### src/rtl/sdram_cmd_arbiter_pkg.sv
// Shared SDRAM command encodings ({CS,RAS,CAS,WE}) and arbiter state codes
// for the SDRAM command/address pin arbiter.
package sdram_cmd_arbiter_pkg;

  localparam logic [3:0] NOPC     = 4'b0111;
  localparam logic [3:0] PRECHAGE = 4'b0010;
  localparam logic [3:0] AUTOREF  = 4'b0001;
  localparam logic [3:0] ACTIVE   = 4'b0011;
  localparam logic [3:0] READ     = 4'b0101;
  localparam logic [3:0] WRITE    = 4'b0100;

  typedef enum logic [2:0] {
    SDARBINIT = 3'd0,
    SDARBIDLE = 3'd1,
    SDARBAREF = 3'd2,
    SDARBWR   = 3'd3,
    SDARBRD   = 3'd4
  } arb_state_e;

endpackage : sdram_cmd_arbiter_pkg

### src/rtl/sdram_cmd_arbiter.sv
// Owns the SDRAM command/address/bank pins and hands them to the init sequencer,
// the auto-refresh engine, or the write/read paths; pins are registered (1-cycle latency).
module sdram_cmd_arbiter
  import sdram_cmd_arbiter_pkg::*;
#(
  parameter int SDRAMLINE = 2048,
  parameter int ADDRW     = 13,
  parameter int BAW       = 2
) (
  input  logic                         Clk,
  input  logic                         Rest,
  input  logic                         InitDone,
  input  logic [3:0]                   InitCmd,
  input  logic [ADDRW-1:0]             InitAddr,
  input  logic [BAW-1:0]               InitBa,
  input  logic                         ArefReq,
  input  logic [3:0]                   ArefCmd,
  input  logic [$clog2(SDRAMLINE)-1:0] ArefMode,
  input  logic                         ArefDone,
  output logic                         ArefStart,
  input  logic                         WrReq,
  output logic                         WrGrant,
  input  logic [3:0]                   WrCmd,
  input  logic [ADDRW-1:0]             WrAddr,
  input  logic [BAW-1:0]               WrBa,
  input  logic                         WrDone,
  input  logic                         RdReq,
  output logic                         RdGrant,
  input  logic [3:0]                   RdCmd,
  input  logic [ADDRW-1:0]             RdAddr,
  input  logic [BAW-1:0]               RdBa,
  input  logic                         RdDone,
  output logic [3:0]                   SdramCmd,
  output logic [ADDRW-1:0]             SdramAddr,
  output logic [BAW-1:0]               SdramBa,
  output logic                         ArefMiss
);

  arb_state_e       state_q, state_d;
  logic [3:0]       cmd_q, cmd_d;
  logic [ADDRW-1:0] addr_q, addr_d;
  logic [BAW-1:0]   ba_q, ba_d;
  logic             wr_grant_q, wr_grant_d;
  logic             rd_grant_q, rd_grant_d;
  logic             aref_start_q, aref_start_d;
  logic             aref_miss_q, aref_miss_d;
  logic             last_rd_q, last_rd_d;

  // Next-state, pin mux selection and handshake outputs.
  always_comb begin
    state_d      = state_q;
    cmd_d        = NOPC;
    addr_d       = {ADDRW{1'b0}};
    ba_d         = {BAW{1'b0}};
    aref_start_d = 1'b0;
    last_rd_d    = last_rd_q;

    case (state_q)
      SDARBINIT: begin
        cmd_d  = InitCmd;
        addr_d = InitAddr;
        ba_d   = InitBa;
        if (InitDone) begin
          state_d = SDARBIDLE;
        end else begin
          state_d = SDARBINIT;
        end
      end
      SDARBIDLE: begin
        // Refresh outranks data traffic; with both data requests pending the
        // path opposite the last served one wins.
        if (ArefReq) begin
          state_d      = SDARBAREF;
          aref_start_d = 1'b1;
        end else if (WrReq && RdReq) begin
          if (last_rd_q) begin
            state_d = SDARBWR;
          end else begin
            state_d = SDARBRD;
          end
        end else if (WrReq) begin
          state_d = SDARBWR;
        end else if (RdReq) begin
          state_d = SDARBRD;
        end else begin
          state_d = SDARBIDLE;
        end
      end
      SDARBAREF: begin
        cmd_d  = ArefCmd;
        addr_d = ADDRW'(ArefMode);
        if (ArefDone) begin
          state_d = SDARBIDLE;
        end else begin
          state_d = SDARBAREF;
        end
      end
      SDARBWR: begin
        cmd_d  = WrCmd;
        addr_d = WrAddr;
        ba_d   = WrBa;
        if (WrDone) begin
          state_d   = SDARBIDLE;
          last_rd_d = 1'b0;
        end else begin
          state_d = SDARBWR;
        end
      end
      SDARBRD: begin
        cmd_d  = RdCmd;
        addr_d = RdAddr;
        ba_d   = RdBa;
        if (RdDone) begin
          state_d   = SDARBIDLE;
          last_rd_d = 1'b1;
        end else begin
          state_d = SDARBRD;
        end
      end
      default: begin
        state_d = SDARBIDLE;
      end
    endcase

    wr_grant_d  = (state_d == SDARBWR);
    rd_grant_d  = (state_d == SDARBRD);
    // A refresh command seen outside AREF means the engine fired on its own.
    aref_miss_d = aref_miss_q | ((ArefCmd != NOPC) && (state_q != SDARBAREF));
  end

  // State and registered pad/handshake outputs.
  always_ff @(posedge Clk or negedge Rest) begin
    if (!Rest) begin
      state_q      <= SDARBINIT;
      cmd_q        <= NOPC;
      addr_q       <= {ADDRW{1'b0}};
      ba_q         <= {BAW{1'b0}};
      wr_grant_q   <= 1'b0;
      rd_grant_q   <= 1'b0;
      aref_start_q <= 1'b0;
      aref_miss_q  <= 1'b0;
      last_rd_q    <= 1'b1;
    end else begin
      state_q      <= state_d;
      cmd_q        <= cmd_d;
      addr_q       <= addr_d;
      ba_q         <= ba_d;
      wr_grant_q   <= wr_grant_d;
      rd_grant_q   <= rd_grant_d;
      aref_start_q <= aref_start_d;
      aref_miss_q  <= aref_miss_d;
      last_rd_q    <= last_rd_d;
    end
  end

  assign SdramCmd  = cmd_q;
  assign SdramAddr = addr_q;
  assign SdramBa   = ba_q;
  assign WrGrant   = wr_grant_q;
  assign RdGrant   = rd_grant_q;
  assign ArefStart = aref_start_q;
  assign ArefMiss  = aref_miss_q;

endmodule : sdram_cmd_arbiter

### config.mk
export PLATFORM = sky130hd
export DESIGN_NAME = sdram_cmd_arbiter
export DESIGN_NICKNAME = d
export VERILOG_FILES = /design/src/rtl/sdram_cmd_arbiter_pkg.sv /design/src/rtl/sdram_cmd_arbiter.sv
export SDC_FILE = /design/constraint.sdc
export NUM_CORES = 1
export LEC_CHECK = 0
export ABC_AREA = 1
export CAP_MARGIN = 25
export CORE_UTILIZATION = 34
export DETAILED_ROUTE_END_ITERATION = 7
export PLACE_DENSITY_LB_ADDON = 0.2
export SYNTH_ARGS = -nofsm -noshare
export SYNTH_HDL_FRONTEND = slang
export SYNTH_SLANG_ARGS = --single-unit
### constraint.sdc
create_clock -name Clk -period 1.3 [get_ports Clk]
set_input_delay 0.26 -clock Clk [delete_from_list [all_inputs] [get_ports Clk]]
set_output_delay 0.26 -clock Clk [all_outputs]
set_load 0.005 [all_outputs]
==> results of run 1 <==
==> layout make-up <==
class                      count  share of cell area, %
timing repair buffer         112                  43.28
sequential                    27                  26.66
multi-input combinational    129                  24.17
tap                           48                  2.339
inverter                      11                  1.803
clock buffer                   4                  1.754
==> cells by family (layout without fill, tap and decap cells) <==
family,Yosys count,after routing
compound gates,11,11
flops,27,27
buf+inv,16,127
simple gates,118,118
==> flip-flops by register name, summed over array words and instances (netlist names) <==
signal     count
WrGrant        1
RdGrant        1
state_q        3
SdramCmd       4
ArefStart      1
last_rd_q      1
ArefMiss       1
SdramBa        2
SdramAddr     13
==> what timing repair did <==
| action | CTS | global route |
|---|---|---|
| endpoints found under the setup margin | 23 | 13 |
| resized for setup | 23 | 7 |
| hold buffers | 0 | 0 |
==> placed cells by master (no fill, tap or decap) <==
| master | synthesis | routed |
|---|---|---|
| nand3_1 | 9 | 9 |
| nand3_2 | 1 | 1 |
| o21ai_0 | 3 | 3 |
| o2111ai_1 | 1 | 1 |
| clkdlybuf4s50_1 | 0 | 80 |
| dlygate4sd2_1 | 0 | 20 |
| inv_6 | 0 | 1 |
| dfstp_2 | 4 | 4 |
| nor2_8 | 1 | 1 |
| a21oi_1 | 3 | 3 |
| buf_12 | 0 | 3 |
| inv_2 | 1 | 1 |
| dfrtp_1 | 23 | 20 |
| nand4_1 | 16 | 16 |
| dfrtp_2 | 0 | 3 |
| o21ai_1 | 1 | 1 |
| nor2_4 | 2 | 2 |
| clkbuf_1 | 0 | 1 |
| nor2_1 | 4 | 4 |
| o32ai_1 | 2 | 2 |
| nand2_2 | 1 | 1 |
| buf_4 | 0 | 6 |
| nand2_4 | 1 | 1 |
| nand2_1 | 79 | 79 |
| clkdlybuf4s15_1 | 0 | 3 |
| nor2_2 | 4 | 4 |
| a21o_1 | 1 | 1 |
| clkbuf_8 | 0 | 3 |
| inv_1 | 9 | 9 |
==> power breakdown <==
part / internal (mW) / switching [mW] / total, mW
clock: 0.219 / 0.239 / 0.458
sequential: 1.23 / 0.144 / 1.38
combinational: 1.10 / 1.07 / 2.16
==> layer usage <==
layer | GRT usage, % | part of all wire (%) | vias up
li1 | - | - | 785
met1 | 25.05 | 39 | 710
met2 | 39.80 | 49 | 65
met3 | 5.172 | 11 | 4
met4 | 6.915 | 0.99 | 0
met5 | 0 | 0 | -
==> path summary, 6_finish.rpt <==
kind | cells after the start | to | from
max reg2reg | 5 | SdramCmd[0] | state_q[1]
min | 2 | SdramAddr[12] | Rest
min reg2reg | 1 | ArefMiss | ArefMiss
max | 1 | SdramCmd[0] | SdramCmd[0]
min in group Clk | 1 | ArefMiss | ArefMiss
max in group asynchronous | 2 | SdramCmd[1] | Rest
==> stage by stage <==
stage	total power [mW]	instance area [sq um]
finish	3.998	2567
floorplan	2.468	1395
detailed placement	3.802	2541
CTS	4.038	2557
global placement	3.747	2541
global route	4.362	2567
==> out/results.tsv, run 1 <==
stage	metric	value	unit
finish	area_growth	84.04	%
cts	tritoncts	yes	
finish	fin_util	67.59	%
logic_synthesis	synth_edf_count	0	
placed_design	dp_slack	-0.1115	ns
routing	wire_per_inst	13.46	microns
finish	layout.cells.non_filler	331	
logic_synthesis	synth-compound-area-share	4.933	%
worst_setup_path	critPathSlowestCell	dfstp_2	
die	die_h	66.06	microns
finish	fin_nets	365	
routing	drtIter0Drc	57	
logic_synthesis	synth_top_family_by_area	simple AND/OR/NAND/NOR gates	
finish	drive_gt1_share	10.95	%
routing	wirelength	4456	microns
logic_synthesis	postSynthCellCount	172	
logic_synthesis	ys_ff_latch	27	
logic_synthesis	synthArstFlopShare	100.0	%
logic_synthesis	syn_nets	253	
logic_synthesis	synthTopCellsByArea	dfrtp_1 (41%), nand2_1 (21%), dfstp_2 (7.5%), nand4_1 (7.2%), nand3_1 (3.2%)	
timing	fin_skew	0.002644	ns
logic_synthesis	synth-simple-area-share	39.55	%
global_route	grt_antenna_before_repair	0	
placed_design	place_inst	327	
die	fp.coreArea	3799	sq um
die	io-pin-count	104	
cts	htreeDepth	1	
status	outcome	finished, final reports clean	
worst_setup_path	reg2reg_setup_slack	0.09	ns
placed_design	io_buffers	103	
routing	via_per_inst	4.725	
routing	firstDrtPassIters	4	
logic_synthesis	synth_top_area_share	41.26	%
logic_synthesis	synth.area.mux_share	0	%
cts	clockRootBuffer	clkbuf_8	
routing	vias	1564	
logic_synthesis	synth_cell_types	23	
cts	cts_buffers	3	
finish	multi_input_area	620.6	sq um
die	die_x	66.06	microns
timing	grt_setup_unrepaired	no	
power	p_leak	1.168	nW
global_route	grt-ovfl-total	0	
cts	clockBufferDepth	2	
global_route	grt_max_degree	20	
cts	cts.sinks	27	
timing	hold_viol_final	0	
timing	setup_viol	0	
worst_setup_path	worst-path-buf-inv	1	
timing	setup_tns	0	ns
timing	period_share	95.75	%
worst_hold_path	min_path_type	in -> async	
worst_setup_path	crit_family	flip-flops	
logic_synthesis	postSynthAreaPerCell	8.111	sq um
power	ir_worst_vdd	0.9903	mV
routing	postRouteAntennaNets	0	
timing	fin_hold_ws	0.3260	ns
worst_setup_path	crit_fanout	1	
logic_synthesis	syn_area	1395	sq um
timing	fin_crit	1.245	ns
worst_setup_path	path_cells	clkdlybuf4s15_1	
logic_synthesis	synth.most_common_cell	nand2_1	
logic_synthesis	synth-xor-area-share	0	%
logic_synthesis	synth_common_cells	nand2_1 (79), dfrtp_1 (23), nand4_1 (16)	
timing	finalWorstSetupSlack	0.05526	ns
global_route	grt_pass1_wl	7113	microns
global_route	grt_pass1_vias	1550	
worst_setup_path	max_stage_delay	0.53	ns
logic_synthesis	yosysTopAreaCell	dfrtp_1	
logic_synthesis	ys_warn_count	0	
finish	antennaDiodeCount	0	
cts	postCtsSetupBuffers	0	
worst_setup_path	cp-end-kind	primary output	
placed_design	finalWeightedCongestion	0.7677	
timing	tightest_slew	0.2950	ns
timing	slew_headroom	80.33	%
worst_setup_path	path_class	reg -> out	
worst_setup_path	crit_arrival	0.98	ns
worst_setup_path	start_kind	register	
global_route	track_usage	21.91	%
power	power_density	1557	nW/um^2
logic_synthesis	synth_top_flop_cell	dfrtp_1	
routing	drc_errors	0	
cts	path_clk_slew	0.09	ns
logic_synthesis	seq_area_frac_synth	48.79	%
flow_run	max_cap_viol_count	0	
finish	fill_cells	337	
finish	regArea	684.4	sq um
logic_synthesis	synthAdderAreaFrac	0	%
die	dieArea	4363	sq um
timing	timing.final.max_slew_violations	0	
worst_setup_path	worstPathRequired	1.04	ns
timing	max_freq	803.4	MHz
placed_design	place_hpwl	3567	microns
die	initial_core_util	36.73	%
cts	worstSkewPairLatency	0.26	ns
die	rows	22	
Power figures use the tool's default switching activity.
==> inputs of run 2 (changes only) <==
--- a/config.mk
+++ b/config.mk
@@ -7,6 +7,7 @@
 export LEC_CHECK = 0
 export ABC_AREA = 1
 export CAP_MARGIN = 25
+export CORE_MARGIN = 3
 export CORE_UTILIZATION = 34
 export DETAILED_ROUTE_END_ITERATION = 7
 export PLACE_DENSITY_LB_ADDON = 0.2
==> run 2 against run 1 <==
Against the previous run:
- global-route usage decreased by 3.1 points
- power decreased by 0.76%
- combinational power decreased by 2%
- die area increased by 12%
- register-to-register slack about the same
- sequential share of layout area increased by 0.10 points
- routed wire length increased by 3.3%
- clock skew increased by 0.0011 ns
- first-iteration DRC count increased by 8.8%
- critical path type unchanged
==> out/results.tsv, run 2 (synthesis gave the netlist of run 1 again) <==
stage	metric	value	unit	change
routing	via_per_inst	4.711		-0.30%
worst_setup_path	crit_start	SdramCmd[2]		
cts	clockRootBuffer	clkbuf_8		
routing	drc_errors	0		unchanged
timing	tightest_slew	0.2954	ns	+0.0004063 ns
finish	fill_cells	324		-3.9%
timing	setup_viol	0		unchanged
die	io-pin-count	104		unchanged
power	internal-power	2.487	mW	-2.4%
timing	period_share	96.47	%	+0.72 points
placed_design	finalWeightedCongestion	0.8752		+14%
finish	drive_gt1_share	11.97	%	+1.0 points
finish	final_common_cell	clkdlybuf4s50_1		
finish	fin_util	67.33	%	-0.26 points
die	initial_core_util	36.73	%	unchanged
flow_run	max_cap_viol_count	0		unchanged
timing	fin_skew	0.003731	ns	+0.001088 ns
finish	largest_reg_flops	13		unchanged
timing	grt_setup_unrepaired	no		
finish	fin_nets	366		+0.27%
power	p_leak	1.165	nW	-0.30%
worst_setup_path	crit_arrival	0.99	ns	about the same
timing	fin_hold_ws	0.2884	ns	-0.03761 ns
power	share_comb_of_total_power	53.3	%	-0.8 points
routing	firstDrtPassIters	4		unchanged
placed_design	io_buffers	103		unchanged
timing	hold_viol_final	0		unchanged
routing	drtIter0Drc	62		+8.8%
power	switching_share	37.32	%	+1.0 points
die	die_x	70.06	microns	+6.1%
cts	htreeDepth	1		unchanged
die	die_h	70.06	microns	+6.1%
cts	clockBufferDepth	2		unchanged
routing	vias	1564		unchanged
worst_setup_path	start_kind	register		
worst_setup_path	path_class	reg -> out		
worst_setup_path	crit_family	flip-flops		
worst_setup_path	max_stage_delay	0.52	ns	about the same
cts	path_clk_slew	0.10	ns	about the same
cts	cts.sinks	27		unchanged
die	rows	22		unchanged
worst_setup_path	cp-end-kind	primary output		
finish	regArea	684.4	sq um	unchanged
cts	tritoncts	yes		
timing	timing.final.max_slew_violations	0		unchanged
worst_setup_path	worst-path-buf-inv	1		unchanged
global_route	track_usage	18.79	%	-3.1 points
die	dieArea	4908	sq um	+12%
power	seqPwrFrac	34.5	%	about the same
finish	final_cell_mix	clkdlybuf4s50_1 (80), nand2_1 (79), dfrtp_1 (20), dlygate4sd2_1 (20), nand4_1 (16)		
worst_hold_path	min_path_type	in -> async		
global_route	grt_pass1_vias	1488		-4.0%
placed_design	place_hpwl	3751	microns	+5.2%
cts	cts_buffers	3		unchanged
power	ir_worst_vdd	0.9705	mV	-2.0%
worst_setup_path	critPathSlowestCell	dfstp_2		
timing	setup_tns	0	ns	unchanged
timing	max_freq	797.4	MHz	-0.75%
routing	wirelength	4605	microns	+3.3%
status	outcome	finished, final reports clean		
cts	worstSkewPairLatency	0.27	ns	about the same
worst_setup_path	r2r_start	state_q[2]		
worst_setup_path	worstPathRequired	1.04	ns	about the same
timing	slew_headroom	80.31	%	about the same
routing	wire_per_inst	13.87	microns	+3.0%
power	p_sw	1.481	mW	+2.1%
cts	postCtsSetupBuffers	0		unchanged
global_route	grt_max_degree	20		unchanged
finish	antennaDiodeCount	0		unchanged
worst_setup_path	path_cells	clkdlybuf4s15_1		
power	power_density	1551	nW/um^2	-0.37%
power	power_frac_clock	12.3	%	+0.8 points
global_route	grt_pass1_wl	7445	microns	+4.7%
global_route	grt-ovfl-total	0		unchanged
die	fp.coreArea	3799	sq um	unchanged
timing	fin_crit	1.254	ns	+0.009366 ns
routing	postRouteAntennaNets	0		unchanged
global_route	grt_antenna_before_repair	0		unchanged
finish	multi_input_area	620.6	sq um	unchanged
finish	area_growth	83.32	%	
worst_setup_path	crit_fanout	1		unchanged
run 2: cell types whose count changed in the layout (fill, tap and decap cells not counted):
cell	before	now
clkinvlp_4	0	1
inv_1	9	8
inv_2	1	2
clkbuf_1	1	0
buf_6	0	1
buf_4	6	8
buf_12	3	1
run 2: area by class of cell:
type | instances | area share (%)
Multi-Input combinational cell | 129 | 24.27
Tap cell | 48 | 2.348
Clock inverter | 1 | 0.2935
Sequential cell | 27 | 26.76
Inverter | 11 | 1.810
Clock buffer | 3 | 1.614
Timing Repair Buffer | 113 | 42.91
run 2: through the flow:
| stage | setup slack [ns] | area [sq um] | total power, mW | std cells |
|---|---|---|---|---|
| 2_1_floorplan | 0.1609 | 1395 | 2.468 | 172 |
| 3_3_place_gp | -0.03963 | 2524 | 3.677 | 328 |
| 3_5_place_dp | -0.07504 | 2524 | 3.707 | 328 |
| 4_1_cts | 0.01395 | 2544 | 3.963 | 332 |
| 5_1_grt | 0.002709 | 2557 | 4.286 | 332 |
| 6_report | 0.04589 | 2557 | 3.967 | 332 |
run 2: worst paths after layout:
path                                 to  slack [ns]  cells past startpoint
min                        SdramAddr[9]        0.29                      2
max in group asynchronous   SdramCmd[1]        0.69                      2
min reg2reg                    ArefMiss        0.46                      1
min in group Clk               ArefMiss        0.46                      1
max                         SdramCmd[2]        0.05                      1
max reg2reg                SdramAddr[5]        0.09                      6
run 2: layer usage:
metal | track usage (%) | vias to the layer above | part of all wire [%] | wire (microns)
met5 | 0 | - | 0 | 0
met4 | 2.766 | 0 | 0.35 | 16
met3 | 5.612 | 2 | 9.4 | 435
met2 | 32.00 | 61 | 49 | 2255
met1 | 24.03 | 713 | 41 | 1899
li1 | - | 788 | - | -
run 2: power by group through the flow:
stage          clock, mW  combinational, mW  sequential, mW
2_1_floorplan          0               1.04            1.43
3_5_place_dp           0               2.32            1.39
3_3_place_gp           0               2.30            1.38
6_report           0.487               2.11            1.37
4_1_cts            0.489               2.12            1.36
5_1_grt            0.526               2.35            1.41
run 2: repair_timing:
| action | 4_1_cts | 5_1_grt |
|---|---|---|
| hold buffers | 0 | 0 |
| endpoints found under the hold margin | 0 | 0 |
| setup endpoints to repair | 23 | 17 |
| resized for setup | 23 | 9 |
==> inputs of run 3 (changes only) <==
--- a/config.mk
+++ b/config.mk
@@ -8,7 +8,9 @@
 export ABC_AREA = 1
 export CAP_MARGIN = 25
 export CORE_MARGIN = 3
-export CORE_UTILIZATION = 34
+export CORE_UTILIZATION = 35
+export CTS_BUF_LIST = sky130_fd_sc_hd__clkbuf_8
+export CTS_CLUSTER_SIZE = 40
 export DETAILED_ROUTE_END_ITERATION = 7
 export PLACE_DENSITY_LB_ADDON = 0.2
 export SYNTH_ARGS = -nofsm -noshare
==> run 3 against run 2 <==
Against the previous run:
- flip-flop and latch count unchanged
- sequential share of layout area shrank 0.35 points
- via count is 1.5% higher
- global-route usage decreased by 0.87 points
- clock power fell by 3%
- power rose by 1.6%
- cell count is the same
- die area is 2.6% lower
- critical path depth unchanged
- worst hold slack improved by 0.056 ns
- core utilization grew 1.9 points
- register-to-register slack about the same
==> out/results.tsv, run 3 (synthesis gave the netlist of run 1 again) <==
stage	metric	value	unit	change
die	die_x	69.14	microns	-1.3%
cts	cts.sinks	27		unchanged
routing	postRouteAntennaNets	0		unchanged
cts	worstSkewPairLatency	0.27	ns	about the same
power	finalPower	4.031	mW	+1.6%
global_route	track_usage	17.92	%	-0.87 points
placed_design	io_buffers	103		unchanged
global_route	grt_antenna_before_repair	0		unchanged
timing	hold_viol_final	0		unchanged
worst_setup_path	start_kind	register		
cts	clockRootBuffer	clkbuf_8		
worst_setup_path	path_cells	clkdlybuf4s15_1		
die	io-pin-count	104		unchanged
power	power_density	1556	nW/um^2	+0.28%
worst_setup_path	reg2reg_setup_slack	0.08	ns	about the same
timing	fin_skew	0.004266	ns	+0.0005345 ns
placed_design	place_inst	325		-0.91%
die	dieArea	4780	sq um	-2.6%
finish	largest_reg_flops	13		unchanged
flow_run	max_cap_viol_count	0		unchanged
cts	tritoncts	yes		
routing	drtIter0Drc	50		-19%
routing	wire_per_inst	13.46	microns	-3.0%
power	switching_share	37.13	%	-0.19 points
worst_setup_path	path_class	reg -> out		
placed_design	dp_slack	-0.09604	ns	-0.02100 ns
finish	final_cell_mix	clkdlybuf4s50_1 (80), nand2_1 (79), dfrtp_1 (20), dlygate4sd2_1 (20), nand4_1 (16)		
routing	wirelength	4468	microns	-3.0%
worst_hold_path	min_path_type	in -> async		
timing	period_share	97.06	%	+0.59 points
die	initial_core_util	37.27	%	+0.54 points
global_route	grt_pass1_vias	1472		-1.1%
finish	regArea	684.4	sq um	unchanged
timing	grt_setup_unrepaired	no		
cts	path_clk_slew	0.09	ns	about the same
cts	htreeDepth	1		unchanged
finish	fin_nets	366		unchanged
power	p_sw	1.497	mW	+1.1%
worst_setup_path	crit_arrival	1.00	ns	about the same
worst_setup_path	cp-end-kind	primary output		
finish	drive_gt1_share	13.03	%	+1.1 points
placed_design	finalWeightedCongestion	0.8318		-5.0%
timing	setup_tns	0	ns	unchanged
cts	clockBufferDepth	2		unchanged
timing	setup_viol	0		unchanged
timing	tightest_slew	0.2477	ns	-0.04767 ns
power	p_leak	1.177	nW	+1.1%
worst_setup_path	reg2reg_to	WrGrant		
finish	fill_cells	339		+4.6%
finish	antennaDiodeCount	0		unchanged
power	internal-power	2.534	mW	+1.9%
cts	cts_buffers	3		unchanged
timing	timing.final.max_slew_violations	0		unchanged
finish	area_growth	85.74	%	
routing	drc_errors	0		unchanged
timing	finalWorstSetupSlack	0.03825	ns	-0.007641 ns
worst_setup_path	crit_family	flip-flops		
die	die_h	69.14	microns	-1.3%
die	rows	22		unchanged
routing	vias	1587		+1.5%
status	outcome	finished, final reports clean		
die	fp.coreArea	3744	sq um	-1.4%
timing	slew_headroom	83.43	%	+3.1 points
worst_setup_path	r2r_start	state_q[2]		
global_route	grt_max_degree	28		+40%
power	ir_worst_vdd	0.7840	mV	-19%
worst_setup_path	worst-path-buf-inv	1		unchanged
routing	firstDrtPassIters	6		+2
worst_setup_path	worstPathRequired	1.04	ns	about the same
worst_setup_path	critPathSlowestCell	dfstp_2		
finish	layout.cells.non_filler	332		unchanged
placed_design	place_hpwl	3493	microns	-6.9%
timing	max_freq	792.6	MHz	-0.61%
finish	multi_input_area	645.6	sq um	+4.0%
worst_setup_path	crit_fanout	1		unchanged
power	seqPwrFrac	34.0	%	-0.5 points
global_route	grt-ovfl-total	0		unchanged
timing	fin_hold_ws	0.3439	ns	+0.05554 ns
power	power_frac_clock	11.7	%	-0.6 points
worst_setup_path	reg2reg_depth	5		-1
global_route	grt_pass1_wl	6948	microns	-6.7%
power	share_comb_of_total_power	54.2	%	+0.9 points
worst_setup_path	max_stage_delay	0.54	ns	+0.02 ns
finish	final_common_cell	clkdlybuf4s50_1		
routing	via_per_inst	4.780		+1.5%
timing	fin_crit	1.262	ns	+0.007641 ns
-- run 3: power by group through the flow --
stage	Clock (mW)	Combinational, mW	Sequential [mW]
2_1_floorplan	0	1.04	1.43
3_3_place_gp	0	2.28	1.38
3_5_place_dp	0	2.30	1.39
4_1_cts	0.487	2.09	1.36
5_1_grt	0.519	2.40	1.41
6_report	0.473	2.19	1.37
-- run 3: metrics by stage --
stage          instance area (sq um)  util, %
3_5_place_dp                    2526    67.48
2_1_floorplan                   1395        -
6_report                        2591    69.22
3_3_place_gp                    2526    67.48
4_1_cts                         2544    67.95
5_1_grt                         2591    69.22
-- run 3: per-layer routing --
metal / up-vias / GRT usage, % / part of all wire, %
li1: 790 / - / -
met1: 730 / 22.22 / 41
met2: 63 / 30.93 / 50
met3: 4 / 4.956 / 7.7
met4: 0 / 3.905 / 0.74
met5: - / 0 / 0
-- run 3: how the worst max path moves through the flow --
stage | endpoint | start | slack (ns) | cells after the start
global placement | WrGrant | RdReq | -0.06 | 6
CTS | SdramCmd[1] | SdramCmd[1] | 0.003 | 1
detailed placement | state_q[1] | RdReq | -0.1 | 6
finish | SdramCmd[2] | SdramCmd[2] | 0.04 | 1
floorplan | state_q[0] | state_q[0] | 0.16 | 7
global route | SdramCmd[0] | SdramCmd[0] | 0.002 | 1
-- run 3: cell type report --
cell class	count	share of cell area [%]
clock buffers	3	1.593
clock inverters	1	0.1931
inverters	11	1.883
multi-input cells	130	24.92
flip-flops and latches	27	26.41
well taps	48	2.318
repair buffers	112	42.68
-- run 3: what timing repair did --
action,4_1_cts,5_1_grt
gates resized for setup,23,13
hold buffers,0,0
gates cloned,0,1
endpoints found under the setup margin,23,24
pin swaps,0,2
setup buffers,0,2
